<file path="src/rtl/fsm_job_arbiter.sv">
// fsm_job_arbiter: round-robin arbiter that shares one start/done worker
// among NREQ requesters. A winner is latched in IDLE, gets a one-cycle
// worker_start in LAUNCH, waits for worker_done in WAIT and is acknowledged
// in RELEASE. All outputs decode from registered state, owner and error flag.
// Optional watchdog: define FSM_ARB_WATCHDOG_EN to abort a job whose worker
// never reports done within TIMEOUT WAIT cycles (ack with err=1).
module fsm_job_arbiter #(
    parameter int NREQ    = 4,
    parameter int TIMEOUT = 200
) (
    input  logic                    clk,
    input  logic                    rst_n,
    input  logic [NREQ-1:0]         req,
    output logic [NREQ-1:0]         gnt,
    output logic [NREQ-1:0]         ack,
    output logic                    err,
    output logic [$clog2(NREQ)-1:0] owner,
    output logic                    worker_start,
    input  logic                    worker_ready,
    input  logic                    worker_done,
    output logic                    arb_busy
);

    localparam int IW = $clog2(NREQ);
    localparam logic [NREQ-1:0] ONE_HOT0 = NREQ'(1);

    typedef enum logic [1:0] {
        S_IDLE,
        S_LAUNCH,
        S_WAIT,
        S_RELEASE
    } state_t;

    // Reject parameter values the round-robin or watchdog cannot support.
    if (NREQ < 2 || NREQ > 16 || TIMEOUT < 2) begin : g_bad_param
        $error("fsm_job_arbiter: NREQ must be 2..16 and TIMEOUT >= 2");
    end

    state_t        state_q, state_d;
    logic [IW-1:0] owner_q, owner_d;
    logic [IW-1:0] last_q,  last_d;
    logic [IW-1:0] winner;

`ifdef FSM_ARB_WATCHDOG_EN
    localparam int CW = $clog2(TIMEOUT + 1);
    logic [CW-1:0] wd_q, wd_d;
    logic          err_q, err_d;
`endif

    // Round-robin pick: first set request after the last served index, wrapping.
    always_comb begin
        int            idx_i;
        logic [IW-1:0] idx;
        logic          found;
        winner = last_q;
        found  = 1'b0;
        for (int k = 1; k <= NREQ; k++) begin
            idx_i = (int'(last_q) + k) % NREQ;
            idx   = IW'(idx_i);
            if (!found && req[idx]) begin
                found  = 1'b1;
                winner = idx;
            end
        end
    end

    // Next-state logic for the job handshake.
    always_comb begin
        // NOTE: every variable gets a default first so no path leaves it unassigned (no latches).
        state_d = state_q;
        owner_d = owner_q;
        last_d  = last_q;
`ifdef FSM_ARB_WATCHDOG_EN
        wd_d    = wd_q;
        err_d   = err_q;
`endif
        case (state_q)
            S_IDLE: begin
                if (|req && worker_ready) begin
                    owner_d = winner;
                    state_d = S_LAUNCH;
                end
            end
            S_LAUNCH: begin
                // A done seen here is dropped; the worker has not yet seen start.
                state_d = S_WAIT;
`ifdef FSM_ARB_WATCHDOG_EN
                wd_d    = '0;
`endif
            end
            S_WAIT: begin
                if (worker_done) begin
                    state_d = S_RELEASE;
`ifdef FSM_ARB_WATCHDOG_EN
                    err_d   = 1'b0;
                end else if (wd_q == CW'(TIMEOUT - 1)) begin
                    state_d = S_RELEASE;
                    err_d   = 1'b1;
                end else begin
                    wd_d    = wd_q + CW'(1);
`endif
                end
            end
            S_RELEASE: begin
                last_d  = owner_q;
                state_d = S_IDLE;
            end
            default: state_d = S_IDLE;
        endcase
    end

    // State, owner and round-robin pointer registers.
    always_ff @(posedge clk or negedge rst_n) begin
        if (!rst_n) begin
            state_q <= S_IDLE;
            owner_q <= '0;
            last_q  <= IW'(NREQ - 1);
        end else begin
            // NOTE: sequential state uses non-blocking assignments so all registers update together.
            state_q <= state_d;
            owner_q <= owner_d;
            last_q  <= last_d;
        end
    end

`ifdef FSM_ARB_WATCHDOG_EN
    // Watchdog counter and timeout flag reported with the ack.
    always_ff @(posedge clk or negedge rst_n) begin
        if (!rst_n) begin
            wd_q  <= '0;
            err_q <= 1'b0;
        end else begin
            wd_q  <= wd_d;
            err_q <= err_d;
        end
    end

    assign err = (state_q == S_RELEASE) && err_q;
`else
    assign err = 1'b0;
`endif

    assign gnt          = (state_q != S_IDLE)    ? (ONE_HOT0 << owner_q) : '0;
    assign ack          = (state_q == S_RELEASE) ? (ONE_HOT0 << owner_q) : '0;
    assign owner        = owner_q;
    assign worker_start = (state_q == S_LAUNCH);
    assign arb_busy     = (state_q != S_IDLE);

endmodule

</file>
<file path="config.mk">
export PLATFORM = sky130hd
export DESIGN_NAME = fsm_job_arbiter
export DESIGN_NICKNAME = d
export VERILOG_FILES = /design/src/rtl/fsm_job_arbiter.sv
export SDC_FILE = /design/constraint.sdc
export NUM_CORES = 1
export LEC_CHECK = 0
export ABC_AREA = 0
export CAP_MARGIN = 20
export CORE_MARGIN = 10
export CORE_UTILIZATION = 36
export CTS_CLUSTER_SIZE = 25
export DETAILED_ROUTE_END_ITERATION = 10
export GPL_TIMING_DRIVEN = 0
export PLACE_DENSITY = 0.69
export SLEW_MARGIN = 20
export SYNTH_ARGS = -nofsm -noshare
export SYNTH_HDL_FRONTEND = slang
export SYNTH_SLANG_ARGS = --single-unit
</file>
<file path="constraint.sdc">
create_clock -name clk -period 1.5 [get_ports clk]
set_input_delay 0.225 -clock clk [delete_from_list [all_inputs] [get_ports clk]]
set_output_delay 0.225 -clock clk [all_outputs]
set_load 0.02 [all_outputs]
</file>
==> run_results.csv, run 1 <==
group,metric,value,unit
sta,slew_viol_final,0,
grt,grt_use_total,0.08021,
drt,drt-total-wl,1.359,mm
setup_path,start_kind,"register",
floorplanning,fp.dieH,58.16,um
sta,finalCriticalPeriod,1.512,ns
drt,drt_iter0_markers,7,
worst_hold_path,min_path_type,"primary input to async pin",
clocking,cts.path.max_buffers,2,
drt,detail_route.first_pass.iterations,4,
cells_and_area,ff_latch_area,153.9,um^2
cells_and_area,syn_to_final_growth,51.79,%
cells_and_area,drive_gt1_frac,0.3864,
power,leakage,0.3711,nW
floorplanning,die_w,58.16,um
sta,rsz0062_at_grt,"yes",
cells_and_area,num_antenna_cells,0,
logic_synthesis,postSynthCellCount,60,
clocking,cts.sinks,6,
flow_run,drv_cap,0,
sta,finalCritPeriodShare,1.008,
outcome,outcome,"finished, violations left",
grt,overflow,0,
place,gp_congestion,0.7356,
grt,grt_pass1_wl,2.166,mm
grt,grt_max_degree,11,
logic_synthesis,syn_avg_cell_area,8.738,um^2
place,hpwl,1.036,mm
grt,grt_pass1_vias,469,
cells_and_area,finish.utilization,0.5966,
drt,vias,529,
outcome,violations,"setup timing",
cells_and_area,fillers,124,
setup_path,crit_type,"register to output port",
clocking,h-tree-depth,1,
grt,grt_antenna_before_repair,0,
power,max-vdd-ir-drop,1.104,mV
sta,finalSetupViolCount,1,
floorplanning,ios,21,
floorplanning,fp-row-count,13,
drt,antenna_left,0,
drt,drc,0,
power,power_density,2035,nW/um^2
clocking,cts.clk_slew.worst_paths,0.05,ns
floorplanning,die_area,3383,um^2
sta,skew,0.009211,ns
cells_and_area,layout.cells.non_filler,103,
clocking,cts_tree,"yes",
cells_and_area,multi_input_area,371.6,um^2
sta,setup_ws,-0.01241,ns
sta,finalHoldViolCount,0,
cells_and_area,nets,103,
clocking,numCtsBuffers,3,
logic_synthesis,syn_nets,73,
drt,wl_per_cell,13.19,um
drt,avgViaCountPerCell,5.136,
place,io_buffers,19,
place,dpl.cell_count,94,
logic_synthesis,ys_ff_latch,6,
setup_path,cp.required,1.27,ns
floorplanning,core,1334,um^2
floorplanning,initial_core_util,0.3931,
setup_path,crit_arrival,1.29,ns
logic_synthesis,netlist-cell-type-count,32,
clocking,clock_latency,0.25,ns
place,place_ws,-0.3325,ns
sta,clock.fmax,0.6612,GHz
logic_synthesis,netlist_area,524.3,um^2
logic_synthesis,yosysWarningCount,0,
setup_path,critPathCaptureType,"output port",
logic_synthesis,yosysSeqAreaShare,0.2912,
setup_path,crit_fanout,6,
power,power,1.619,mW
clocking,cts_root_buf,"clkbuf_4",
what timing repair did:
item,CTS,global route
hold buffers,0,0
pin swaps,0,2
buffers inserted,3,3
setup endpoints to repair,11,14
resized for setup,45,13
worst max-delay path, cell delays in order, from the launching register on:
cell     delay (ns)
dfrtp_1        0.42
inv_2          0.10
ha_4           0.16
inv_1          0.06
and3_4         0.17
buf_6          0.12
through the flow:
stage | hold WS, ns | cell area [um^2] | TNS, ns
after floorplan | -0.07059 | 524.3 | 0
after detailed placement | 0.4848 | 733.2 | -2.828
after CTS | 0.2183 | 773.2 | -0.09346
after global routing | 0.2228 | 795.8 | -0.3252
after global placement | 0.4842 | 733.2 | -2.744
final | 0.2103 | 795.8 | -0.01241
cell usage in the layout (no fill, tap or decap), types with 2 or more instances in the layout:
cell and count:
buf_2 9, buf_4 8, clkdlybuf4s50_1 8, nor2_1 7, nand2_1 3, inv_1 3, nor3_1 3, a31oi_1 3
ha_1 3, clkbuf_4 3, dfrtp_1 3, inv_2 2, nor3b_1 2, o21ai_1 2, ha_4 2, dfstp_2 2
cell usage after synthesis:
library cell	number	area [um^2]
a211oi_1	1	7.510
a21oi_1	1	5.000
a22oi_1	1	7.510
a31oi_1	3	18.77
and2_1	1	6.260
and2b_1	1	7.510
and3_1	2	12.51
and3b_1	1	8.760
buf_2	1	5.000
buf_4	1	7.510
clkbuf_1	1	3.750
conb_1	1	3.750
dfrtp_1	4	100.1
dfstp_2	2	52.55
ha_1	5	62.56
inv_1	5	18.77
mux2_2	1	11.26
mux2i_1	1	10.01
nand2_1	3	11.26
nand2b_1	1	6.260
nor2_1	7	26.28
nor2b_1	1	6.260
nor3_1	3	15.01
nor3b_1	3	22.52
nor4_2	1	12.51
o211ai_1	1	7.510
o21ai_0	1	5.000
o21ai_1	2	10.01
o22a_1	1	8.760
o311ai_1	1	8.760
o41ai_4	1	27.53
or2b_1	1	7.510
where the power goes:
| part | internal [mW] | switching [mW] |
|---|---|---|
| Combinational | 0.521 | 0.574 |
| Clock | 0.0906 | 0.0596 |
| Sequential | 0.270 | 0.104 |
state kept, by name (all words and copies together) (netlist names):
signal	flops
owner	2
state_q	2
last_q	2
layer usage:
metal,routed length (um),track usage,vias up
met3,136,0.05882,0
met5,0,0,-
met1,540,0.08637,248
met4,0,0.01342,0
met2,681,0.1258,13
li1,-,-,268
path summary, 6_finish.rpt:
kind                       startpoint         end  slack (ns)  cells past startpoint
setup / recovery           state_q[1]      gnt[3]       -0.01                      5
hold / removal                  rst_n    owner[1]        0.21                      1
setup reg to reg           state_q[0]  state_q[0]        0.12                      7
hold reg to reg             last_q[0]   last_q[0]        0.58                      2
max in group asynchronous       rst_n   last_q[1]        1.01                      1
min in group clk            last_q[0]   last_q[0]        0.58                      2
cells by family after synthesis:
family,share of synthesized area
AND/OR/NAND/NOR,0.2721
flip-flops,0.2912
other,0.007153
buffers and inverters,0.06682
AO/OA/AOI/OAI,0.2029
adder cells (fa/ha/maj),0.1193
multiplexers,0.04057
cell type report:
class                   count  area share
clock buffers               3     0.02830
plain buffers               3     0.02201
well taps                  15     0.02358
inverters                   5     0.02358
flip-flops and latches      6      0.1934
repair buffers             25      0.2421
multi-input cells          46      0.4670
No activity file was read; power rests on OpenSTA's default activity.
==> run 2, diff against run 1 <==
Settings changed: CTS_CLUSTER_SIZE 25 to unset.
==> results of run 2 <==
No change in the layout: final DEF, timing and power equal those of run 1.
